--- src/rtl/serial_subtractor.sv ---
// Bit-serial LSB-first two's-complement subtractor.
// One bit per clock through a single borrow flop; results held until next op.
module serial_subtractor #(
  parameter int WIDTH = 8
) (
  input  logic             clk,
  input  logic             rst_n,
  input  logic             start,
  input  logic [WIDTH-1:0] a,
  input  logic [WIDTH-1:0] b,
  output logic             busy,
  output logic             done,
  output logic [WIDTH-1:0] diff,
  output logic             borrow_out,
  output logic             overflow
);

  localparam int CW = $clog2(WIDTH);

  typedef enum logic [1:0] {
    IDLE,
    RUN,
    DONE
  } state_t;

  state_t           r_state;
  logic [WIDTH-1:0] r_a;
  logic [WIDTH-1:0] r_b;
  logic [WIDTH-1:0] r_res;
  logic             r_borrow;
  logic             r_sa;
  logic             r_sb;
  logic [CW-1:0]    r_cnt;

  logic             w_d;
  logic             w_borrow_nxt;
  logic [WIDTH-1:0] w_res_nxt;
  logic             w_last;

  assign w_d = r_a[0] ^ r_b[0] ^ r_borrow;
  assign w_borrow_nxt = (~r_a[0] & r_b[0])
                      | (~(r_a[0] ^ r_b[0]) & r_borrow);
  // Result fills from the MSB end so it is aligned after WIDTH shifts
  assign w_res_nxt = {w_d, r_res[WIDTH-1:1]};
  assign w_last = (r_cnt == CW'(WIDTH - 1));

  always_ff @(posedge clk or negedge rst_n) begin
    if (!rst_n) begin
      r_state    <= IDLE;
      r_a        <= '0;
      r_b        <= '0;
      r_res      <= '0;
      r_borrow   <= 1'b0;
      r_sa       <= 1'b0;
      r_sb       <= 1'b0;
      r_cnt      <= '0;
      busy       <= 1'b0;
      done       <= 1'b0;
      diff       <= '0;
      borrow_out <= 1'b0;
      overflow   <= 1'b0;
    end else begin
      case (r_state)
        IDLE: begin
          done <= 1'b0;
          if (start) begin
            r_a      <= a;
            r_b      <= b;
            r_res    <= '0;
            r_borrow <= 1'b0;
            r_cnt    <= '0;
            r_sa     <= a[WIDTH-1];
            r_sb     <= b[WIDTH-1];
            busy     <= 1'b1;
            r_state  <= RUN;
          end
        end
        RUN: begin
          r_a      <= r_a >> 1;
          r_b      <= r_b >> 1;
          r_res    <= w_res_nxt;
          r_borrow <= w_borrow_nxt;
          r_cnt    <= r_cnt + 1'b1;
          if (w_last) begin
            diff       <= w_res_nxt;
            borrow_out <= w_borrow_nxt;
            overflow   <= (r_sa != r_sb)
                       && (w_res_nxt[WIDTH-1] != r_sa);
            busy       <= 1'b0;
            done       <= 1'b1;
            r_state    <= DONE;
          end
        end
        DONE: begin
          done    <= 1'b0;
          r_state <= IDLE;
        end
        default: begin
          busy    <= 1'b0;
          done    <= 1'b0;
          r_state <= IDLE;
        end
      endcase
    end
  end

endmodule

--- config.mk ---
export PLATFORM = sky130hd
export DESIGN_NAME = serial_subtractor
export DESIGN_NICKNAME = d
export VERILOG_FILES = /design/src/rtl/serial_subtractor.sv
export SDC_FILE = /design/constraint.sdc
export NUM_CORES = 1
export LEC_CHECK = 0
export ABC_AREA = 1
export BUFFER_PORTS_ARGS = -buffer_cell sky130_fd_sc_hd__clkbuf_2
export CORE_AREA = 2 2 93 50
export DETAILED_ROUTE_END_ITERATION = 6
export DIE_AREA = 0 0 95 52
export PLACE_DENSITY = 0.77
export SETUP_SLACK_MARGIN = 0.3
export SLEW_MARGIN = 20
export SYNTH_ARGS = -nofsm -noshare
export SYNTH_HDL_FRONTEND = slang
export SYNTH_SLANG_ARGS = --single-unit
export TNS_END_PERCENT = 20
--- constraint.sdc ---
create_clock -name clk -period 3.3 [get_ports clk]
set_input_delay 0.66 -clock clk [delete_from_list [all_inputs] [get_ports clk]]
set_output_delay 0.66 -clock clk [all_outputs]
set_load 0.01 [all_outputs]
After elaboration in Yosys (flattened, before gate mapping)
Cells that the tools add are included.

word-level totals
  output and inout bits = 12
  input bits = 19
  logic and storage cells = 55
  register bits after elaboration = 44

cells by class
  add/subtract/negate cells = 1
  equality and inequality tests = 7
  bitwise operators = 8
  reduce and logical (&&, ||, !) cells = 8
  muxes and demuxes = 18

operators by type and width
  operator                                                               number
  8-bit case mux with 2 select lines                                     3
  8-bit two-way mux                                                      3
  2-bit AND reduction                                                    4
  3-bit case mux with 2 select lines                                     1
  1-bit two-way mux                                                      5
  2-bit two-way mux                                                      2
  2-bit inequality test, second input constant                           2
  2-bit case mux with 2 select lines                                     1
  3-bit by 1-bit adder with 3-bit output, second input constant          1
  3-bit equality test, second input constant                             1
  3-bit two-way mux                                                      1
  1-bit NOT                                                              3
  1-bit case mux with 3 select lines                                     1
  3-bit AND reduction                                                    1
  1-bit AND                                                              2
  2-bit by 1-bit equality test with 1-bit output, second input constant  1
  2-bit equality test, second input constant                             1
  2-bit zero test                                                        1
  1-bit inequality test                                                  2
  1-bit case mux with 2 select lines                                     1
  2-bit nonzero test                                                     1
  1-bit XOR                                                              2
  1-bit logical AND                                                      1
  1-bit bitwise OR                                                       1

Longest topological paths before layout
Gate-level depths: netlist (run 1).

  depth after elaboration = 5
  gate-level depth with buffers = 7
  depth with buffers taken out = 7

Worst setup path after synthesis (run 1)
No wires, ideal clock.

  path type = register to register
  from = register r_a[0]
  to = register overflow
  clock period less this slack = 1319 ps
  path slack = 1981 ps
  cell stages (with the launch flop) = 7
  path buffers = 0
  setup time = 116 ps
  data required time = 3184 ps
  arrival = 1203 ps
  cells stage by stage = dfrtp_1 fa_1 inv_1 nand3_1 nand2_1 nand2_1 nand2_1

between the ends
  cells in the longest elaborated chain, start to end = 4

ends and longest elaborated chain
  element                  line  source
  start, declared          27    logic [WIDTH-1:0] r_a;
  start signal, assigned   79    r_a <= r_a >> 1;
  1-bit XOR (2 in series)  40    assign w_d = r_a[0] ^ r_b[0] ^ r_borrow;
  named net w_d            35    logic w_d;
  1-bit inequality test    88    && (w_res_nxt[WIDTH-1] != r_sa);
  1-bit logical AND        88
  end signal, assigned     87    overflow <= (r_sa != r_sb)
  end, declared            15    output logic overflow

The timed path passes the listed nets, and every way through them passes these cells.
A chain may end at the register's enable or synchronous reset.

Final worst setup path (run 1)
  from = register r_state[0]
  to = register borrow_out

between the ends
  cells in the longest elaborated chain, start to end = 2

ends and longest elaborated chain
  element                                         line  source
  start, declared                                 26    state_t r_state;
  start signal, assigned                          49    r_state <= IDLE;
  start signal, assigned                          75    r_state <= RUN;
  start signal, assigned                          91    r_state <= DONE;
  2-bit by 1-bit equality test with 1-bit output  63    case (r_state)
  2-bit AND reduction (no source line)            -
  end signal, assigned                            86    borrow_out <= w_borrow_nxt;
  end, declared                                   14    output logic borrow_out,

Every way passes these cells.

==> results.cfg, run 1 <==
[finish]
n_fill_cell = 405
layout_commonest_cell = nand2_1
final_nets = 291
drive_gt1_frac = 0.200
postLayoutCellArea_um2 = 2250
area_growth_pct = 11.4
fin_cells = 327
fin_util = 0.537
n_antenna_cell = 0
layout_common_cells = nand2_1, inv_1, dfrtp_1, nand3_1, clkbuf_2

[synthesis]
synth_top_cell_by_area = dfrtp_1
syn_nets = 263
ys_ff_latch = 43
synth_ff_type = dfrtp_1
async_flop_share = 1.00
postSynthAreaPerCell_um2 = 8.38
ys_seq_area_frac = 0.533
synth_area_um2 = 2020
synth_top_area_share = 0.533
synth_edf_count = 0
synth-warning-count = 0
ys_top_cells_by_area = dfrtp_1, nand2_1, inv_1
ys_types = 20
syn_inst = 241

[worst_setup_path]
startpoint_type = register
worst_ep_required_time_ns = 3.48
crit_type = register to register
cp-end-kind = register
crit_arrival_ns = 2.10
crit_fanout = 19

[global_route]
overflow = 0
grt_pass1_vias = 1288
grt_max_degree = 44
antenna_found_initial = 0
globalRouteTotalUtil = 0.182
grt_pass1_wl_um = 6450

[place]
port_buffers = 30
place.gp.congestion = 0.807
dp_slack_ns = 1.40
dpl.hpwl_um = 2720
dpl.cell_count = 319
placed_area_um2 = 2170

[sta]
finClkSkew_ns = 0.00677
rsz0062_at_grt = no
fin_crit_sh = 0.583
setup_slack_ns = 1.38
final.setup.tns_ns = 0
period_needed_ns = 1.92
slew_violations = 0
max_clock_freq_mhz = 520
hold_viol_final = 0
relSlewSlack = 0.378
setup_viol = 0
worst_pin_slew_ns = 0.933

[clock_tree]
clkTransAtPathRegs_ns = 0.08
clock_latency_ns = 0.30
cts-resized-gates = 0
clock-sinks = 43
tritoncts = done
cts_root_buffer = clkbuf_8
cts_buffers = 5
postCtsSetupRepairBufs = 0
htree_levels = 2
holdBufCountCts = 0
clockBufferDepth = 2

[routing]
drc = 0
drtIter0Drc = 72
routedWlPerCell_um = 11.9
vias = 1537
finalWirelength_um = 3910
dr.pass1.iters = 4
vias_per_cell = 4.70
ant_nets = 0

[die]
start_util = 0.482
die_y_um = 52
core_region_area_um2 = 4190
dieArea_um2 = 4940
ios = 31
rows = 17
die_w_um = 95

[power]
power.density_nw_per_um2 = 948
max-vdd-ir-drop_mv = 0.369
p_leak_nw = 1.27

[outcome]
outcome = complete, no violations

[hold_path]
hold_class = register to register

[run]
maxCapViolCount = 0
==> final cells by class <==
class                   count  area, um2  share of cell area
flip-flops and latches     43       1080               0.478
multi-input cells         142        693               0.308
inverters                  47        179              0.0795
repair buffers             30        150              0.0667
clock buffers               7       76.3              0.0339
well taps                  57       71.3              0.0317
clock inverters             1       5.00             0.00222
==> state kept, by name, indices dropped and copies added (netlist names) <==
signal      flops
r_b             8
borrow_out      1
busy            1
r_res           7
r_a             8
r_sb            1
overflow        1
done            1
r_borrow        1
r_state         2
r_sa            1
diff            8
r_cnt           3
==> worst paths after layout <==
kind	start	end	slack (ns)	cells past startpoint
max reg2reg	r_state[0]	borrow_out	1.38	5
min	diff[1]	diff[1]	0.48	2
min in group asynchronous	rst_n	r_cnt[1]	0.49	1
min reg2reg	diff[1]	diff[1]	0.48	2
max	r_state[0]	borrow_out	1.38	5
max in group asynchronous	rst_n	diff[7]	2.22	1
==> stage by stage <==
step	power [mW]	hold slack [ns]
after floorplan	1.61	0.364
after global placement	1.80	0.463
after detailed placement	1.83	0.465
after CTS	2.16	0.486
after global routing	2.35	0.503
final	2.13	0.484
==> where the power goes <==
part,switching (mW),internal [mW]
clock,0.178,0.149
combinational,0.549,0.334
sequential,0.153,0.772
total,0.880,1.25
==> routing by layer <==
layer,routed length (um),up-vias,global-route usage,part of all wire
li1,-,785,-,-
met1,2140,702,0.288,0.55
met5,0,-,0,0
met2,1430,43,0.217,0.37
met4,47,0,0.0435,0.012
met3,287,7,0.0797,0.073
==> worst max-delay path, stage by stage (launching register included) <==
cell and delay, ns:
dfrtp_1 0.73, inv_2 0.08, nor2_2 0.36, nand2_2 0.37
nand2_1 0.18, o21ai_2 0.07
==> Yosys cell counts, types with 2 or more instances <==
cell type / count
nor2_1: 6
o21ai_2: 9
o21ai_0: 9
nand2_1: 73
nand3_1: 30
inv_2: 2
nand2_4: 2
inv_1: 44
dfrtp_1: 43
buf_2: 4
o21ai_1: 5
buf_6: 4
ha_1: 2
nand2_2: 2
==> cells by family after synthesis <==
logic type | count (synthesis) | share of synthesized area
and+or+nand+nor | 115 | 0.245
DFF | 43 | 0.533
AOI/OAI and AO/OA | 24 | 0.0762
adders and majority gates | 3 | 0.0223
buffers and inverters | 56 | 0.124
Power figures use the tool's default switching activity.
==> run 2, diff against run 1 <==
- ABC_AREA: 1 -> 0
- CORE_AREA: 2 2 93 50 -> 2 2 91 49
- DIE_AREA: 0 0 95 52 -> 0 0 93 51
- PLACE_DENSITY: 0.77 -> 0.76
- clock period: 3.3 -> 1.9 ns (I/O delays scaled with it)
==> run 2 against run 1 <==
Net effect: clock power grew 73%; register-to-register slack lost 1.1 ns; worst setup slack lost 1.1 ns; flip-flop and latch count is the same; critical endpoint is now diff[5]; highest routed layer unchanged.
==> results.cfg, run 2 <==
[finish]
n_fill_cell = 383
fin_util = 0.553
layout_common_cells = dfrtp_1, clkbuf_2, o21ai_0, a21oi_1, a22oi_1
drive_gt1_frac = 0.277
multi_input_area_um2 = 763
regArea_um2 = 1080
layout_commonest_cell = dfrtp_1
final_nets = 227
reg_top3 = diff (8), r_a (8), r_b (8)
area_growth_pct = 18.3
n_antenna_cell = 0

[clock_tree]
htree_levels = 2
clkTransAtPathRegs_ns = 0.08
clockBufferDepth = 2
cts_buffers = 5
tritoncts = done
cts_root_buffer = clkbuf_8
clock-sinks = 43
clock_latency_ns = 0.30

[power]
clkPwrFrac = 0.166
p_comb_frac = 0.367
max-vdd-ir-drop_mv = 0.602
power.density_nw_per_um2 = 1510
p_leak_nw = 1.09
power_frac_seq = 0.467
power_switching_mw = 1.20
internal_power_mw = 2.21
p_sw_frac = 0.353

[synthesis]
syn_nets = 190
synth-xor-area-share = 0
ys_ff_latch = 43
ys_seq_area_frac = 0.563
synth_top_family_by_area = compound AO/OA/AOI/OAI gates
synth_most_common_cell = dfrtp_1
synth_top_area_share = 0.563
ys_types = 29
synth.area.mux_share = 0.0681
synth_edf_count = 0
synth-simple-area-share = 0.107
synth_ff_type = dfrtp_1
ys_top_cells_by_area = dfrtp_1, a22oi_1, o21ai_0
synth-warning-count = 0
async_flop_share = 1.00
synth_compound_area_frac = 0.198
synth_common_cells = dfrtp_1, o21ai_0, a21oi_1
synth_top_cell_by_area = dfrtp_1
postSynthAreaPerCell_um2 = 11.4
syn_inst = 168
synthAdderAreaFrac = 0.0236
synth_area_um2 = 1910

[die]
dieArea_um2 = 4740
rows = 17
die_y_um = 51
ios = 31
core_region_area_um2 = 4080
start_util = 0.468
die_w_um = 93

[sta]
finClkSkew_ns = 0.0103
setup_viol = 0
worst_pin_slew_ns = 0.509
final.setup.tns_ns = 0
period_needed_ns = 1.58
max_clock_freq_mhz = 632
setup_slack_ns = 0.318
fin_crit_sh = 0.832
hold_viol_final = 0
rsz0062_at_grt = yes
slew_violations = 0
relSlewSlack = 0.661
hold_slack_ns = 0.0370

[worst_setup_path]
cpPeakStageDelay_ns = 0.40
startpoint_type = register
r2r.worst_path.cells = 5
crit_arrival_ns = 1.77
worst_ep_required_time_ns = 2.09
timing.rr.start = r_cnt[0]
crit_type = register to register
critPathSlowestCell = dfrtp_1
crit_chain = ha_1 > ha_2 > nand3b_1 > buf_4 > mux2_2
crit_fanout = 6
critPathLaunch = r_cnt[0]
cp-end-kind = register

[routing]
dr.pass1.iters = 4
finalWirelength_um = 3860
vias = 1394
routedWlPerCell_um = 14.7
ant_nets = 0
vias_per_cell = 5.30
drc = 0
drtIter0Drc = 98

[global_route]
antenna_found_initial = 0
grt_max_degree = 26
overflow = 0
globalRouteTotalUtil = 0.186
grt_pass1_wl_um = 6650
grt_pass1_vias = 1335

[place]
port_buffers = 30
dp_slack_ns = 0.291
place.gp.congestion = 0.760
dpl.hpwl_um = 2700

[hold_path]
hold_class = primary input to asynchronous set/reset pin

[run]
maxCapViolCount = 0

[outcome]
outcome = complete, no violations
[run 2: cell types whose count changed after synthesis, sizes merged, moves of 9 or more]
cell / before / now
a21oi: 1 / 16
a22o: 0 / 9
nand2: 77 / 8
nand3: 30 / 0
inv: 47 / 4
nor2b: 0 / 12
mux2: 0 / 10
a22oi: 0 / 13
[run 2: logic make-up (layout without fill, tap and decap cells)]
logic type               Yosys count  after routing
flip-flops                        43             43
multiplexers                      11             11
adder cells (fa/ha/maj)            3              3
buffers and inverters             15             53
AND/OR/NAND/NOR                   35             35
AO/OA/AOI/OAI                     61             61
[run 2: final cells by class]
class,count,share of cell area
clock buffers,6,0.0321
clock inverters,2,0.00554
inverters,4,0.00664
multi-input cells,110,0.338
flip-flops and latches,43,0.476
well taps,57,0.0316
repair buffers,41,0.110
[run 2: path summary, 6_finish.rpt]
check,endpoint,slack (ns)
worst min register to register,overflow,0.48
min in group clk,r_sa,0.34
worst max-delay path,diff[5],0.32
worst max register to register,diff[5],0.32
worst min-delay path,r_b[6],0.04
max in group asynchronous,done,1.36
[run 2: power groups by stage]
stage	Clock [mW]	Sequential (mW)	Combinational [mW]
after floorplan	0	1.57	0.839
after global placement	0	1.60	1.19
after detailed placement	0	1.61	1.24
after CTS	0.583	1.59	1.25
after global routing	0.626	1.65	1.42
final	0.567	1.59	1.25
[run 2: metrics by stage]
stage	total power, mW	instance area [um2]	cells
3_3_place_gp	2.79	2150	253
4_1_cts	3.42	2240	261
6_report	3.41	2260	263
3_5_place_dp	2.84	2150	253
5_1_grt	3.70	2260	263
2_1_floorplan	2.41	1910	168
[run 2: what timing repair did]
action / in CTS / in global routing
gates cloned: 0 / 1
buffers inserted: 0 / 1
gates resized for setup: 1 / 4
endpoints found under the setup margin: 7 / 18
hold buffers: 0 / 0
[run 2: routing by layer]
layer / global-route usage / routed length, um / part of all wire / up-vias
li1: - / - / - / 671
met1: 0.285 / 2000 / 0.52 / 680
met2: 0.248 / 1580 / 0.41 / 38
met3: 0.0516 / 227 / 0.059 / 5
met4: 0.0735 / 49 / 0.013 / 0
met5: 0 / 0 / 0 / -
[run 2: worst max-delay path: cells and delay by family (launching register included)]
kind,cells,cell delay (ns)
adders and majority gates,2,0.41
buffers and inverters,1,0.18
DFF,1,0.40
muxes,1,0.33
and+or+nand+nor,1,0.16
